===== src/rtl/lpc_frame_scheduler.sv =====
// Ping-pong framer: fills FRAME_LEN-sample banks and kicks the LPC encoder on each full bank.
// Optional macro LPC_SCHED_DROP_EN: real-time mode, samples arriving during STALL are discarded.
module lpc_frame_scheduler #(
  parameter int FRAME_LEN = 160,
  parameter int ADDR_W    = 8,
  parameter int FCNT_W    = 16
) (
  input  logic              clk,
  input  logic              reset,
  input  logic              enable,
  input  logic              sample_valid,
  output logic              sample_ready,
  output logic              wr_en,
  output logic              wr_bank,
  output logic [ADDR_W-1:0] wr_addr,
  output logic              enc_start,
  output logic              enc_bank,
  input  logic              enc_done,
  output logic [FCNT_W-1:0] frame_count,
  output logic              overrun,
  input  logic              overrun_clr
);

  typedef enum logic [0:0] {FILL, STALL} state_t;

  localparam logic [ADDR_W-1:0] LAST_ADDR = ADDR_W'(FRAME_LEN - 1);

  state_t state_reg;
  logic   busy_reg;
  logic   accept;
  logic   drop;
  logic   done_eff;
  logic   swap;

  // A done pulse only counts while an encode is actually running, and never
  // in the cycle its own start pulse is being issued.
  assign done_eff = enc_done & busy_reg & ~enc_start;

  always_comb begin
    sample_ready = 1'b0;
    drop         = 1'b0;
    if (!reset) begin
      case (state_reg)
        FILL:  sample_ready = enable;
        STALL: begin
`ifdef LPC_SCHED_DROP_EN
          sample_ready = enable;
          drop         = 1'b1;
`else
          sample_ready = 1'b0;
`endif
        end
        default: sample_ready = 1'b0;
      endcase
    end
  end

  assign accept = sample_valid & sample_ready;
  assign wr_en  = accept & ~drop;

  always_comb begin
    swap = 1'b0;
    if (!reset) begin
      if (state_reg == FILL)
        swap = wr_en && (wr_addr == LAST_ADDR) && (!busy_reg || done_eff);
      else
        swap = done_eff;
    end
  end

  always_ff @(posedge clk) begin
    if (reset) begin
      state_reg   <= FILL;
      wr_bank     <= 1'b0;
      wr_addr     <= '0;
      enc_start   <= 1'b0;
      enc_bank    <= 1'b0;
      busy_reg    <= 1'b0;
      frame_count <= '0;
      overrun     <= 1'b0;
    end else begin
      enc_start <= 1'b0;

      if (enc_start)
        busy_reg <= 1'b1;
      else if (enc_done)
        busy_reg <= 1'b0;

      // Set has priority over clear so a simultaneous clear cannot hide a loss.
      if (sample_valid && state_reg == STALL)
        overrun <= 1'b1;
      else if (overrun_clr)
        overrun <= 1'b0;

      case (state_reg)
        FILL: begin
          if (wr_en) begin
            if (wr_addr == LAST_ADDR) begin
              wr_addr <= '0;
              if (!swap)
                state_reg <= STALL;
            end else begin
              wr_addr <= wr_addr + 1'b1;
            end
          end
        end
        STALL: begin
          wr_addr <= '0;
          if (swap)
            state_reg <= FILL;
        end
        default: state_reg <= FILL;
      endcase

      if (swap) begin
        enc_start   <= 1'b1;
        enc_bank    <= wr_bank;
        wr_bank     <= ~wr_bank;
        frame_count <= frame_count + 1'b1;
      end
    end
  end

endmodule


===== config.mk =====
export PLATFORM = sky130hd
export DESIGN_NAME = lpc_frame_scheduler
export DESIGN_NICKNAME = d
export VERILOG_FILES = /design/src/rtl/lpc_frame_scheduler.sv
export SDC_FILE = /design/constraint.sdc
export NUM_CORES = 1
export LEC_CHECK = 0
export ABC_CLOCK_PERIOD_IN_PS = 2700
export BUFFER_PORTS_ARGS = -buffer_cell sky130_fd_sc_hd__buf_2
export CAP_MARGIN = 30
export CORE_MARGIN = 4
export CORE_UTILIZATION = 52
export CTS_CLUSTER_DIAMETER = 40
export DETAILED_ROUTE_END_ITERATION = 12
export PLACE_DENSITY = 0.78
export SLEW_MARGIN = 20
export SYNTH_ARGS = -nofsm -noshare
export SYNTH_HDL_FRONTEND = slang
export SYNTH_SLANG_ARGS = --single-unit
export TNS_END_PERCENT = 20

===== constraint.sdc =====
create_clock -name clk -period 2.7 [get_ports clk]
set_clock_uncertainty 0.1 [all_clocks]
set_input_delay 0.81 -clock clk [delete_from_list [all_inputs] [get_ports clk]]
set_output_delay 0.81 -clock clk [all_outputs]
set_load 0.05 [all_outputs]

# --- Word-level counts from Yosys, hierarchy flattened ---
# Index checks and enable logic that the tools add are counted.
word_totals:
  elab_cells: 41
  register_bits: 30
  out_inout_bits: 30
classes:
  n_bitwise: 6
  reduce_logical: 7
  eq_ne: 2
  add_sub_neg: 2
  muxes: 16
ops:
  columns: ["cell", "count"]
  rows:
  - ["16-bit by 1-bit adder with 16-bit output, second input constant", 1]
  - ["8-bit two-way mux", 2]
  - ["8-bit case mux with 2 select lines", 1]
  - ["1-bit two-way mux", 11]
  - ["8-bit by 1-bit adder with 8-bit output, second input constant", 1]
  - ["8-bit equality test, second input constant", 1]
  - ["1-bit case mux with 2 select lines", 2]
  - ["2-bit nonzero test", 2]
  - ["1-bit bitwise AND", 3]
  - ["1-bit logical AND", 3]
  - ["1-bit NOT", 3]
  - ["2-bit inequality test, second input constant", 1]
  - ["1-bit logical NOT", 1]
  - ["1-bit logical OR", 1]

# --- Longest topological paths before layout ---
depth:
  depth_word: 12
  ltp_mapped: 8
  depth_no_buf: 5

# --- Worst setup path before layout ---
# Ideal clock, no wire load.
synth_path:
  kind: "input port to output port"
  startpoint: "input reset"
  endpoint: "output wr_en"
  t_arrival_ns: 1.956
  required_time_ns: 1.790
  path_stages: 3
  setup_slack_ns: -0.166
  path_buffers: 1
  path_cell_list: "or2_2 -> clkbuf_1 -> nor2_1"
synth_between:
  elab_chain_len: 2
synth_lines:
  columns: ["element", "line", "rtl"]
  rows:
  - ["start, declared", "9", "input logic reset,"]
  - ["1-bit two-way mux", "42", "if (!reset) begin"]
  - ["1-bit bitwise AND", "58", "assign accept = sample_valid & sample_ready;"]
  - ["end, declared", "13", "output logic wr_en,"]
# No other way between the ends.

# --- Worst setup path in the final report ---
# Same ends and word-level chain as after synthesis.

==> out/qor.yml <==
status:
  status: "finished, final reports clean"
drt:
  viasPerCell: 6.020
  wirelength_um: 3371
  avgRoutedWirePerCell_um: 13.76
  drt-initial-drc-count: 81
  vias: 1475
  drc: 0
  dr.max_layer_used: "met4"
  met1_length_um: 1399
  firstDrtPassIters: 4
  route.met2.wl_um: 1735
  ant_nets: 0
  wl_met3_um: 188
setup_path:
  r2r_end: "wr_bank$_SDFFE_PP0P_"
  crit_fanout: 5
  r2r_slack_ps: 600
  required_ps: 1790
  r2r_cells: 6
  reg2reg_from: "wr_addr[0]$_SDFFE_PP0P_"
  worstPathArrival_ps: 1600
  start_kind: "input pin"
  critPathKind: "input pin to output port"
  critPathCaptureType: "output port"
grt:
  grt_pass1_wl_um: 5706
  grt_overflow_total: 0
  grt_max_degree: 29
  track_usage_pct: 20.07
  antenna_found_initial: 0
  grt_pass1_vias: 1325
power:
  ir_worst_vdd_mv: 0.4058
  p_leak_uw: 0.0006926
  power_density_nw_per_um2: 433.5
synthesis:
  syn_avg_cell_area_sq_um: 8.552
  synth.distinct_cells: 38
  ys_async_sr_fraction_pct: 0
  synth_edf_count: 0
  synthTopCellsByArea: "dfxtp_1, a21oi_1, o31ai_1"
  synthTopCellsByCount: "dfxtp_1, a21oi_1, nand2_1"
  yosysTopAreaCell: "dfxtp_1"
  synth_top_area_share_pct: 39.90
  synth_cells: 176
  ys_ff_latch: 30
  ys_warn_count: 0
  synth_most_common_cell: "dfxtp_1"
  ys.flop_type: "dfxtp_1"
  syn_area_sq_um: 1505
  synthesis.nets: 184
  yosysSeqAreaShare_pct: 39.90
final_layout:
  regMostFlops: "frame_count"
  drive_gt1_share_pct: 27.10
  top_regs: "frame_count x16, wr_addr x8"
  synthToLayoutAreaGrowth_pct: 17.37
  n_antenna_cell: 0
  fill_cells: 258
  nNetsFinal: 221
  largest_register_ffs: 16
floorplan:
  io_pins: 36
  die_area_sq_um: 3819
  row_count: 19
  start_util_pct: 54.58
  fp.dieW_um: 61.80
  core_area_sq_um: 2758
  die_h_um: 61.80
clocking:
  hold_buffers: 0
  numCtsBuffers: 5
  cts_tree: "built"
  max-clock-path-buffers: 2
  post_cts_buffers: 0
  post_cts_resize_count: 0
  clk_pin_slew_worst_paths_ps: 90
  htree_levels: 2
  insertion_delay_ps: 340
  cts_sinks: 30
  clockRootBuffer: "clkbuf_4"
placement:
  dp_hpwl_um: 2428
  gp_congestion: 0.7833
  io_buffers: 35
  pre_cts_ws_ps: 187.3
timing:
  grt_setup_unrepaired: "no"
  layout_min_cycle_time_ps: 2515
  final_max_slew_viol_count: 0
  setup_ws_ps: 185.3
  period_share_pct: 93.14
  fmax_mhz: 397.7
  max_slew_margin_pct: 55.81
  final-hold-violation-count: 0
  hold_ws_ps: 380.4
  setup_viol: 0
  tightest_slew_ps: 662.8
flow_run:
  cap_violations: 0
hold_path:
  min_path_type: "flip-flop to flip-flop"
  hp-start: "overrun$_SDFFE_PP0P_"
  whs_path_depth: 2
  min_to: "overrun$_SDFFE_PP0P_"
## cells by family after synthesis
kind of cell | after synthesis | share of synthesized area, %
XOR/XNOR | 3 | 1.746
adder cells (fa/ha/maj) | 2 | 1.662
AND/OR/NAND/NOR | 77 | 29.43
multiplexers | 1 | 0.7481
AO/OA/AOI/OAI | 49 | 21.78
flip-flops | 30 | 39.90
buffers and inverters | 14 | 4.737
## worst max path at each step
stage	start	endpoint	slack, ps	cells past startpoint
after floorplan	reset	sample_ready	-170	3
after global placement	reset	sample_ready	190	4
after detailed placement	reset	wr_en	190	4
after CTS	reset	wr_en	180	4
after global routing	reset	sample_ready	130	4
final	reset	wr_en	190	4
## per-stage QoR
| step | utilization, % | power, uW | instances | setup TNS (ps) | area (sq um) |
|---|---|---|---|---|---|
| after floorplan | - | 479.5 | 176 | -165.6 | 1508 |
| after global placement | 61.89 | 493.8 | 237 | 0 | 1707 |
| after detailed placement | 61.89 | 494.6 | 237 | 0 | 1707 |
| after CTS | 64.07 | 773.1 | 245 | 0 | 1767 |
| after global routing | 64.07 | 799.7 | 245 | 0 | 1767 |
| final | 64.07 | 765.9 | 245 | 0 | 1767 |
## where the power goes
group | switching (uW) | leakage [uW] | internal [uW]
sequential | 2.50 | 0.000242 | 444
combinational | 26.1 | 0.000416 | 11.9
clock | 156 | 0.0000353 | 126
## area by class of cell
class	instances	area, sq um	area share, %
Clock inverter	1	5.005	0.2833
Sequential cell	30	600.6	33.99
Timing Repair Buffer	41	220.2	12.46
Clock buffer	7	55.05	3.116
Tap cell	31	38.79	2.195
Inverter	3	11.26	0.6374
Multi-Input combinational cell	132	835.8	47.31
## critical path, stage by stage
cell	delay, ps
buf_2	100
or2_2	320
nor2_2	110
buf_2	260
## cell usage in the layout (no fill, tap or decap), types with 3 or more instances in the layout
cell type,synthesis,routed
and3_1,3,3
and2_1,4,4
o31ai_1,10,10
a21oi_1,20,20
nand4_1,7,7
dfxtp_1,30,30
or4_1,10,10
nand2_1,12,12
o21ba_2,3,3
or3_1,3,3
clkbuf_4,0,5
nor2_1,10,9
buf_2,3,35
nor3_1,4,4
inv_1,3,3
o31a_1,3,3
nor4_1,4,4
buf_4,2,6
nand3_1,11,11
o21ai_0,7,7
## metal layers
layer,vias to the layer above,GRT usage (%)
li1,741,-
met1,690,22.42
met2,37,34.83
met3,7,6.405
met4,0,8.788
met5,-,0
Note: power is estimated with default switching activity, not from simulation.
